## src/rtl/mem_mon_pkg.sv

```systemverilog
// Shared types for the data-memory write monitor: verdict encoding and trace entry layout.
package mem_mon_pkg;

  localparam int CYCLE_W = 16;

  typedef enum logic [1:0] {
    RUN     = 2'd0,
    PASS    = 2'd1,
    FAIL    = 2'd2,
    TIMEOUT = 2'd3
  } verdict_t;

  typedef struct packed {
    logic [31:0]        addr;
    logic [31:0]        data;
    logic [CYCLE_W-1:0] cycle;
  } trace_t;

  localparam int TRACE_W = $bits(trace_t);

endpackage

```

## src/rtl/sync_fifo.sv

```systemverilog
// Single-clock FIFO with registered storage, separate occupancy counter and no fall-through.
// A push while full is accepted only when a pop happens in the same cycle.
module sync_fifo #(
  parameter  int WIDTH = 8,
  parameter  int DEPTH = 8,
  localparam int AW    = $clog2(DEPTH),
  localparam int CW    = $clog2(DEPTH + 1)
) (
  input  logic             clk,
  input  logic             reset,
  input  logic             push,
  input  logic             pop,
  input  logic [WIDTH-1:0] din,
  output logic [WIDTH-1:0] dout,
  output logic             full,
  output logic             empty,
  output logic [CW-1:0]    count
);

  logic [WIDTH-1:0] r_mem [DEPTH];
  logic [AW-1:0]    r_wr_ptr;
  logic [AW-1:0]    r_rd_ptr;
  logic [CW-1:0]    r_count;
  logic             w_push;
  logic             w_pop;

  assign empty  = (r_count == '0);
  assign full   = (r_count == CW'(DEPTH));
  assign w_pop  = pop && !empty;
  assign w_push = push && (!full || w_pop);
  assign count  = r_count;
  // Head is gated so the outputs read zero whenever nothing is queued.
  assign dout   = empty ? '0 : r_mem[r_rd_ptr];

  always_ff @(posedge clk) begin
    if (w_push) begin
      r_mem[r_wr_ptr] <= din;
    end
  end

  always_ff @(posedge clk) begin
    if (reset) begin
      r_wr_ptr <= '0;
      r_rd_ptr <= '0;
      r_count  <= '0;
    end else begin
      if (w_push) r_wr_ptr <= r_wr_ptr + AW'(1);
      if (w_pop)  r_rd_ptr <= r_rd_ptr + AW'(1);
      case ({w_push, w_pop})
        2'b10:   r_count <= r_count + CW'(1);
        2'b01:   r_count <= r_count - CW'(1);
        default: r_count <= r_count;
      endcase
    end
  end

endmodule

```

## src/rtl/mem_write_monitor.sv

```systemverilog
// Watches the data-memory store bus, timestamps and queues each store, and decides pass/fail/timeout.
// state   | meaning
// RUN     | capturing stores, no verdict yet
// PASS    | completion store seen (terminal)
// FAIL    | store outside the scratch/done locations (terminal)
// TIMEOUT | no verdict within the cycle budget (terminal)
module mem_write_monitor
  import mem_mon_pkg::*;
#(
  parameter int          DEPTH          = 8,
  parameter logic [31:0] DONE_ADDR      = 32'd100,
  parameter logic [31:0] DONE_DATA      = 32'd7,
  parameter logic [31:0] SCRATCH_ADDR   = 32'd96,
  parameter logic [15:0] TIMEOUT_CYCLES = 16'd1000
) (
  input  logic                       clk,
  input  logic                       reset,
  input  logic                       MemWrite,
  input  logic [31:0]                DataAdr,
  input  logic [31:0]                WriteData,
  output logic                       tr_valid,
  input  logic                       tr_ready,
  output logic [31:0]                tr_addr,
  output logic [31:0]                tr_data,
  output logic [15:0]                tr_cycle,
  output logic [$clog2(DEPTH+1)-1:0] count,
  output logic                       overflow,
  output logic                       done,
  output logic                       pass,
  output logic                       fail,
  output logic                       timeout
);

  logic [CYCLE_W-1:0] r_cycle;
  verdict_t           r_state;
  logic               r_pass;
  logic               r_fail;
  logic               r_timeout;
  logic               r_done;
  logic               r_overflow;

  logic   w_capture;
  logic   w_pop;
  logic   w_full;
  logic   w_empty;
  logic   w_is_pass;
  trace_t w_push_entry;
  trace_t w_head;

  assign w_capture    = MemWrite && (r_state == RUN);
  assign w_pop        = tr_valid && tr_ready;
  assign w_is_pass    = (DataAdr == DONE_ADDR) && (WriteData == DONE_DATA);
  assign w_push_entry = '{addr: DataAdr, data: WriteData, cycle: r_cycle};

  sync_fifo #(
    .WIDTH (TRACE_W),
    .DEPTH (DEPTH)
  ) u_fifo (
    .clk   (clk),
    .reset (reset),
    .push  (w_capture),
    .pop   (w_pop),
    .din   (w_push_entry),
    .dout  (w_head),
    .full  (w_full),
    .empty (w_empty),
    .count (count)
  );

  assign tr_valid = !w_empty;
  assign tr_addr  = w_head.addr;
  assign tr_data  = w_head.data;
  assign tr_cycle = w_head.cycle;
  assign overflow = r_overflow;
  assign done     = r_done;
  assign pass     = r_pass;
  assign fail     = r_fail;
  assign timeout  = r_timeout;

  always_ff @(posedge clk) begin
    if (reset) begin
      r_cycle    <= '0;
      r_overflow <= 1'b0;
    end else begin
      if (r_cycle != '1) r_cycle <= r_cycle + CYCLE_W'(1);
      // A store is lost only when the queue is full and nothing leaves it this cycle.
      if (w_capture && w_full && !w_pop) r_overflow <= 1'b1;
    end
  end

  always_ff @(posedge clk) begin
    if (reset) begin
      r_state   <= RUN;
      r_pass    <= 1'b0;
      r_fail    <= 1'b0;
      r_timeout <= 1'b0;
      r_done    <= 1'b0;
    end else begin
      case (r_state)
        RUN: begin
          // A qualifying store beats the timeout in the same cycle.
          if (MemWrite && w_is_pass) begin
            r_state <= PASS;
            r_pass  <= 1'b1;
            r_done  <= 1'b1;
          end else if (MemWrite && (DataAdr != SCRATCH_ADDR)) begin
            r_state <= FAIL;
            r_fail  <= 1'b1;
            r_done  <= 1'b1;
          end else if (r_cycle == TIMEOUT_CYCLES - 16'd1) begin
            r_state   <= TIMEOUT;
            r_timeout <= 1'b1;
            r_done    <= 1'b1;
          end
        end
        default: r_state <= r_state;
      endcase
    end
  end

endmodule
```

## config.mk

```make
export PLATFORM = sky130hd
export DESIGN_NAME = mem_write_monitor
export DESIGN_NICKNAME = d
export VERILOG_FILES = /design/src/rtl/mem_mon_pkg.sv /design/src/rtl/sync_fifo.sv /design/src/rtl/mem_write_monitor.sv
export SDC_FILE = /design/constraint.sdc
export NUM_CORES = 1
export LEC_CHECK = 0
export CORE_UTILIZATION = 30
export CTS_BUF_LIST = sky130_fd_sc_hd__clkbuf_8
export DETAILED_ROUTE_END_ITERATION = 10
export PLACE_DENSITY_LB_ADDON = 0.1
export SLEW_MARGIN = 20
export SYNTH_ARGS = -nofsm -noshare
export SYNTH_HDL_FRONTEND = slang
export SYNTH_SLANG_ARGS = --single-unit
```

## constraint.sdc

```tcl
create_clock -name clk -period 21.1 [get_ports clk]
set_clock_uncertainty 0.05 [all_clocks]
set_input_delay 5.275 -clock clk [delete_from_list [all_inputs] [get_ports clk]]
set_output_delay 5.275 -clock clk [all_outputs]
set_load 0.02 [all_outputs]
```

==> results of run 1 <==
==> per-layer routing <==
metal | routed length [µm] | GRT usage, % | vias to the layer above
met4 | 1180 | 4.50 | 0
met5 | 0 | 0 | -
met1 | 30300 | 20.8 | 6891
met2 | 31000 | 23.6 | 290
li1 | - | - | 5623
met3 | 2580 | 2.49 | 91
==> tightest hold or removal path: cells and delay by family, from the launching register on <==
family          cells  cell delay, ns
compound gates      1            0.06
flops               1            0.31
simple gates        1            0.07
==> power breakdown <==
part,internal [mW],total (mW),leakage [nW],switching [mW]
Sequential,1.50,1.53,6.12,0.0292
Clock,0.548,1.06,1.19,0.515
Combinational,0.415,0.913,2.20,0.499
==> worst max-delay path by stage <==
stage | end | depth (start not counted)
5_1_grt | tr_data[21] | 6
3_3_place_gp | u_fifo.r_mem[4][49] | 7
3_5_place_dp | u_fifo.r_mem[4][52] | 7
2_1_floorplan | u_fifo.r_mem[0][0] | 4
6_report | tr_data[21] | 6
4_1_cts | tr_data[21] | 6
==> cells in the mapped netlist (3+ instances only) <==
| cell | count | area share [%] |
|---|---|---|
| edfxtp_1 | 640 | 74 |
| mux4_2 | 160 | 14 |
| nor2_1 | 117 | 1.7 |
| mux2i_1 | 83 | 3.2 |
| dfxtp_1 | 36 | 2.8 |
| clkbuf_1 | 22 | 0.32 |
| buf_2 | 15 | 0.29 |
| nand2_1 | 15 | 0.22 |
| a21oi_1 | 12 | 0.23 |
| buf_1 | 12 | 0.17 |
| buf_4 | 11 | 0.32 |
| nor4_1 | 11 | 0.26 |
| xor2_1 | 11 | 0.37 |
| nand3_1 | 10 | 0.19 |
| nor3_1 | 8 | 0.15 |
| xnor2_1 | 7 | 0.23 |
| nand4_1 | 6 | 0.14 |
| a211oi_1 | 4 | 0.12 |
| and4_1 | 4 | 0.13 |
| ha_1 | 4 | 0.19 |
| o2111ai_1 | 4 | 0.13 |
| a31oi_1 | 3 | 0.072 |
| and3_1 | 3 | 0.072 |
| nand2b_1 | 3 | 0.072 |
| o21ai_1 | 3 | 0.057 |
==> cells by family after synthesis <==
logic type / synth area share, %
flip-flops: 76.4
multiplexers: 17.0
adder cells (fa/ha/maj): 0.192
AND/OR/NAND/NOR: 3.59
AO/OA/AOI/OAI: 1.06
XOR/XNOR: 0.604
buffers and inverters: 1.19
==> state kept, by name (all words and copies together) (netlist names), named ones only <==
name,flops
timeout,1
r_cycle,16
r_state,2
u_fifo.r_wr_ptr,3
pass,1
fail,1
overflow,1
u_fifo.r_mem,640
u_fifo.count,4
u_fifo.r_rd_ptr,3
done,1
==> area by class of cell <==
class / instances / area (µm²)
multi-input combinational: 500 / 5910
clock inverter: 89 / 448
fill: 8024 / 54500
antenna: 1 / 2.50
timing repair buffer: 185 / 1800
clock buffer: 117 / 1610
inverter: 3 / 11.3
sequential: 676 / 20000
tap: 1144 / 1430
==> results.md, run 1 <==
- Outcome: complete, no violations
- Hold depth: 2
- Hold WC Path Type: reg -> reg
- Required @ worst endpoint: 15.78 ns
- Total Power: 3.51 mW
- Vias: 12900
- Critical Path Max Stage Delay: 0.88 ns
- Synth Register Bits: 676
- HPWL after DPL: 35.6 mm
- 1st-iter DRT viols: 702
- Vias/cell: 4.75
- Routed Antenna Nets: 0
- Die height: 297 µm
- Layout cells sized above 1: 21.8%
- Clock buffer count from CTS: 114
- Worst Setup End Kind: primary output
- Min-delay src: u_fifo.r_rd_ptr[1]
- Avg Inst Size Synth: 21.1 µm²
- Crit path time final: 9.43 ns
- I/O Pins: 158
- Post-Synthesis Cells: 1240
- Pin count of the biggest net entering global routing: 100
- Pwr/cell area: 113 nW/µm²
- Setup TNS: 0 ns
- CTS Hold Buffers Added: 0
- Core area: 85700 µm²
- DIE WIDTH: 297 µm
- Initial antenna violation count: 2
- CP Launch Type: flip-flop
- Max Slew Vio Count: 0
- Finished Layout Cells: about 2700
- RSZ-0062 raised after global routing: false
- Final wirelength: 65.0 mm
- NumNets Final: roughly 1600
- Crit path cell chain: buf_6 -> buf_4 -> mux4_2 -> mux2i_1 -> nor2_1 -> clkdlybuf4s50_1
- Std-Cell Rows: 107
- CP Buf/Inv Count: 3
- Sequential area share after synthesis: 76.4%
- Part of the cycle the worst path needs: roughly 45%
- Reg2reg start: r_state[1]
- Depth of the most critical reg-to-reg path: 6
- Final setup margin: 11.67 ns
- Max VDD drop: 0.148 mV
- Reg-to-Reg End: u_fifo.r_mem[4][57]
- CP top delay family: buffers and inverters
- Most frequent cells in the layout: 640 x edfxtp_1, 160 x mux4_2, 157 x clkdlybuf4s50_1
- Crit path kind: reg -> out
- Clk Latency, worst-skew pair: 0.70 ns
- DRT Pass-1 Iters: 5
- EDFF count, synth: 640
- Final design utilization: 36.4%
- Slew headroom: 23.5%
- Clk pin slew, worst setup/hold paths: about 0.060 ns
- Total GRT Usage: between 10% and 20%
- First-pass GRT wire length: 95.7 mm
- Area Growth Syn to Fin: 19.3%
- Clock sink count: 676
- Htree depth: 3
- Prevailing post-synth register cell: edfxtp_1
- Worst path slowest cell: buf_4
- Port buffer count: 157
- Hold path endpoint: u_fifo.r_rd_ptr[1]
- Placed insts: 2508
- Most common cell after layout, fill and taps aside: edfxtp_1
- Max Freq: 106 MHz
- Clk buf depth: 3
- Syn. warnings: 0
- Final hold slack: 0.436 ns
- Synthesized Nets: 1312
- Post-synth ARST share: 0%
- Final Instance Area: between 30000 and 40000 µm²
- Worst-margin pin slew: between 1 and 1.5 ns
- Maxcap violations: 0
- Root Buffer: clkbuf_8
- Post-CTS Setup Repair Bufs: 0
- Reg2reg setup slack: 17.51 ns
- Die area: 88200 µm²
- Syn Std Cell Area: about 26000 µm²
- DR WL/cell: roughly 24 µm
- Post-CTS sizing: 0
- Leakage power: 9.51 nW
- Synth cell types: 52
- Hold Vio Cnt, Final: 0
- Placer congestion estimate: 0.722
- Pre-CTS setup slack: 11.92 ns
- CP max FO: 64
- Number of remaining DRC errors: 0
- Initial Utilization: 30.5%
- Area after DPL: 29100 µm²
- Global route total overflow: 0
- CTS tree: built
- CP Data Arrival Time: 4.10 ns
- Vias in the first global route: approximately 14000
- Final setup violation count: 0
No activity file was read; power rests on OpenSTA's default activity.
==> run 2, diff against run 1 <==
==> constraint.sdc (replaced) <==
create_clock -name clk -period 9.2 [get_ports clk]
set_clock_uncertainty 0.05 [all_clocks]
set_input_delay 2.3 -clock clk [delete_from_list [all_inputs] [get_ports clk]]
set_output_delay 2.3 -clock clk [all_outputs]
set_load 0.02 [all_outputs]
==> run 2 against run 1 <==
  * Clock-buffer cell count is 11 higher
  * First-iteration DRC count is 19% higher
  * Via count is 1.9% lower
  * Routed wire length is 0.42% lower
  * Sequential share of layout area is 0.32 points lower
  * Die area stayed put
  * Critical path depth is 1 lower
  * Final cell count is 0.29% higher
  * Hold slack worse by 0.0018 ns
  * Utilization is 0.19 points higher
  * Design area is 0.51% higher
  * Critical path type unchanged
  * Critical endpoint is now tr_addr[22]
  * Largest cell class unchanged
==> results.md, run 2 (same netlist as run 1, synthesis figures left out) <==
- Required @ worst endpoint: 6.85 ns (-8.93 ns)
- Hold depth: 1 (-1)
- Hold WC Path Type: reg -> reg
- Part of the cycle the worst path needs: around two thirds
- Setup TNS: 0 ns (unchanged)
- Die area: 88200 µm² (unchanged)
- Post-CTS Setup Repair Bufs: 0 (unchanged)
- Leakage power: 9.61 nW (+1.0%)
- Crit path kind: reg -> out
- Final hold slack: 0.434 ns (-0.00176 ns)
- Clock buffer count from CTS: 118 (+3.5%)
- Pre-CTS setup slack: 2.95 ns (-8.96 ns)
- Hold path endpoint: done
- CP max FO: 75 (+17%)
- Vias in the first global route: 13900 (+0.11%)
- Crit path time final: 6.19 ns
- Met1 GRT Util: 19.9% (-0.92 points)
- NumNets Final: 1550 (-0.13%)
- Max VDD drop: 0.277 mV (+87%)
- DIE WIDTH: 297 µm (unchanged)
- Total GRT Usage: 14.7% (-0.13 points)
- DR WL/cell: 23.8 µm (-0.72%)
- Pwr/cell area: 261 nW/µm² (+130%)
- Htree depth: 3 (unchanged)
- Clk buf depth: 3 (unchanged)
- Final wirelength: 64.7 mm (-0.42%)
- I/O Pins: 158 (unchanged)
- Largest Register: u_fifo.r_mem
- Depth of the most critical reg-to-reg path: 6 (unchanged)
- Die height: 297 µm (unchanged)
- Reg2reg setup slack: 5.57 ns (-11.94 ns)
- 1st-iter DRT viols: 835 (+19%)
- Final setup margin: 3.01 ns (-8.66 ns)
- Clk pin slew, worst setup/hold paths: 0.06 ns (about the same)
- Max Freq: 162 MHz
- Pin count of the biggest net entering global routing: 76 (-24%)
- Port buffer count: 157 (unchanged)
- Number of remaining DRC errors: 0 (unchanged)
- CP Launch Type: flip-flop
- DRT Pass-1 Iters: 5 (unchanged)
- Grt met3 use: 2.78% (+0.28 points)
- Routed Antenna Nets: 0 (unchanged)
- Area Growth Syn to Fin: 20.0%
- Clock sink count: 676 (unchanged)
- Critical Path Max Stage Delay: 0.83 ns (-0.05 ns)
- RSZ-0062 raised after global routing: false
- HPWL after DPL: 35.8 mm (+0.55%)
- Reg2reg start: r_state[1]
- Core area: 85700 µm² (unchanged)
- Layout cells sized above 1: 22.3% (+0.47 points)
- Initial antenna violation count: 3 (+1)
- Initial Utilization: 30.5% (unchanged)
- Outcome: complete, no violations
- Worst Setup End Kind: primary output
- Vias/cell: 4.64 (-2.2%)
- Placer congestion estimate: 0.720 (-0.29%)
- Reg-to-Reg End: u_fifo.r_mem[4][67]
- Layout fillers: 8006 (-0.22%)
- Std-Cell Rows: 107 (unchanged)
- Post-CTS sizing: 0 (unchanged)
- GR Layer Usage met2: 23.9% (+0.34 points)
- Slew headroom: 29.6% (+6.0 points)
- Most common cell after layout, fill and taps aside: edfxtp_1
- CTS tree: built
- Most frequent cells in the layout: 640 x edfxtp_1, 160 x mux4_2, 157 x clkdlybuf4s50_1
- Area of the multi-input gates: 5910 µm² (+0.15%)
- Layer with the highest usage: met2
- First-pass GRT wire length: 94.9 mm (-0.82%)
- Seq. cell area: 20000 µm² (unchanged)
- CP Data Arrival Time: 3.84 ns (-0.26 ns)
- Worst path slowest cell: dfxtp_4
- Vias: 12600 (-1.9%)
- Crit path cell chain: buf_12 -> mux4_2 -> mux2i_1 -> nor2_1 -> clkdlybuf4s50_1
- CTS Hold Buffers Added: 0 (unchanged)
- Worst-margin pin slew: 1.05 ns (-0.0860 ns)
- Maxcap violations: 0 (unchanged)
- Max Slew Vio Count: 0 (unchanged)
- Global route total overflow: 0 (unchanged)
- Clk Latency, worst-skew pair: 0.69 ns (about the same)
- Root Buffer: clkbuf_8
- Min-delay src: done
- Max reg flops: 640 (unchanged)
- Final setup violation count: 0 (unchanged)
- Hold Vio Cnt, Final: 0 (unchanged)
==> run 2: cell types whose count changed in the layout (fill, tap and decap cells not counted), moves of 2 or more <==
cell | previous run | this run
clkinvlp_4 | 3 | 1
buf_12 | 1 | 6
clkinv_2 | 9 | 16
inv_1 | 42 | 48
buf_4 | 26 | 16
clkinv_1 | 32 | 24
clkbuf_8 | 117 | 128
==> run 2: where the power goes <==
part | switching [mW] | total (mW) | internal (mW)
logic | 1.15 | 2.10 | 0.955
registers | 0.0872 | 3.53 | 3.44
clock network | 1.20 | 2.53 | 1.33
total | 2.44 | 8.17 | 5.73
==> run 2: final cells by class <==
class,count,share of cell area [%]
Inverter,3,0.0360
Antenna cell,2,0.0160
Clock inverter,91,1.37
Clock buffer,128,5.63
Tap cell,1144,4.57
Sequential cell,676,63.7
Timing Repair Buffer,179,5.79
Multi-Input combinational cell,500,18.9
==> run 2: stage by stage <==
step,power [mW],cells,utilization [%],instance area (µm²)
global route,8.56,2723,36.5,31300
CTS,8.35,2721,36.5,31300
floorplan,4.84,1240,-,26100
finish,8.17,2723,36.5,31300
detailed placement,5.78,2502,34.0,29100
global placement,5.78,2502,34.0,29100
==> run 2: worst max path at each step <==
stage	endpoint	slack [ns]	cells after the start
final	tr_addr[22]	3.01	5
after global routing	tr_addr[22]	2.73	5
after CTS	tr_addr[22]	2.85	5
after detailed placement	u_fifo.r_mem[4][67]	2.95	7
after global placement	u_fifo.r_mem[4][67]	3.04	7
after floorplan	u_fifo.r_mem[4][0]	0.17	4
==> run 2: routing by layer <==
| metal | vias up | share of wire [%] |
|---|---|---|
| met5 | - | 0 |
| met4 | 0 | 1.8 |
| met3 | 88 | 4.0 |
| met2 | 262 | 49 |
| met1 | 6677 | 46 |
| li1 | 5620 | - |
==> run 2: critical path: cells and delay by family, from the launching register on <==
family | cells | cell delay (ns)
mux | 2 | 0.89
simple gates | 1 | 0.08
flops | 1 | 0.83
buf+inv | 2 | 1.05
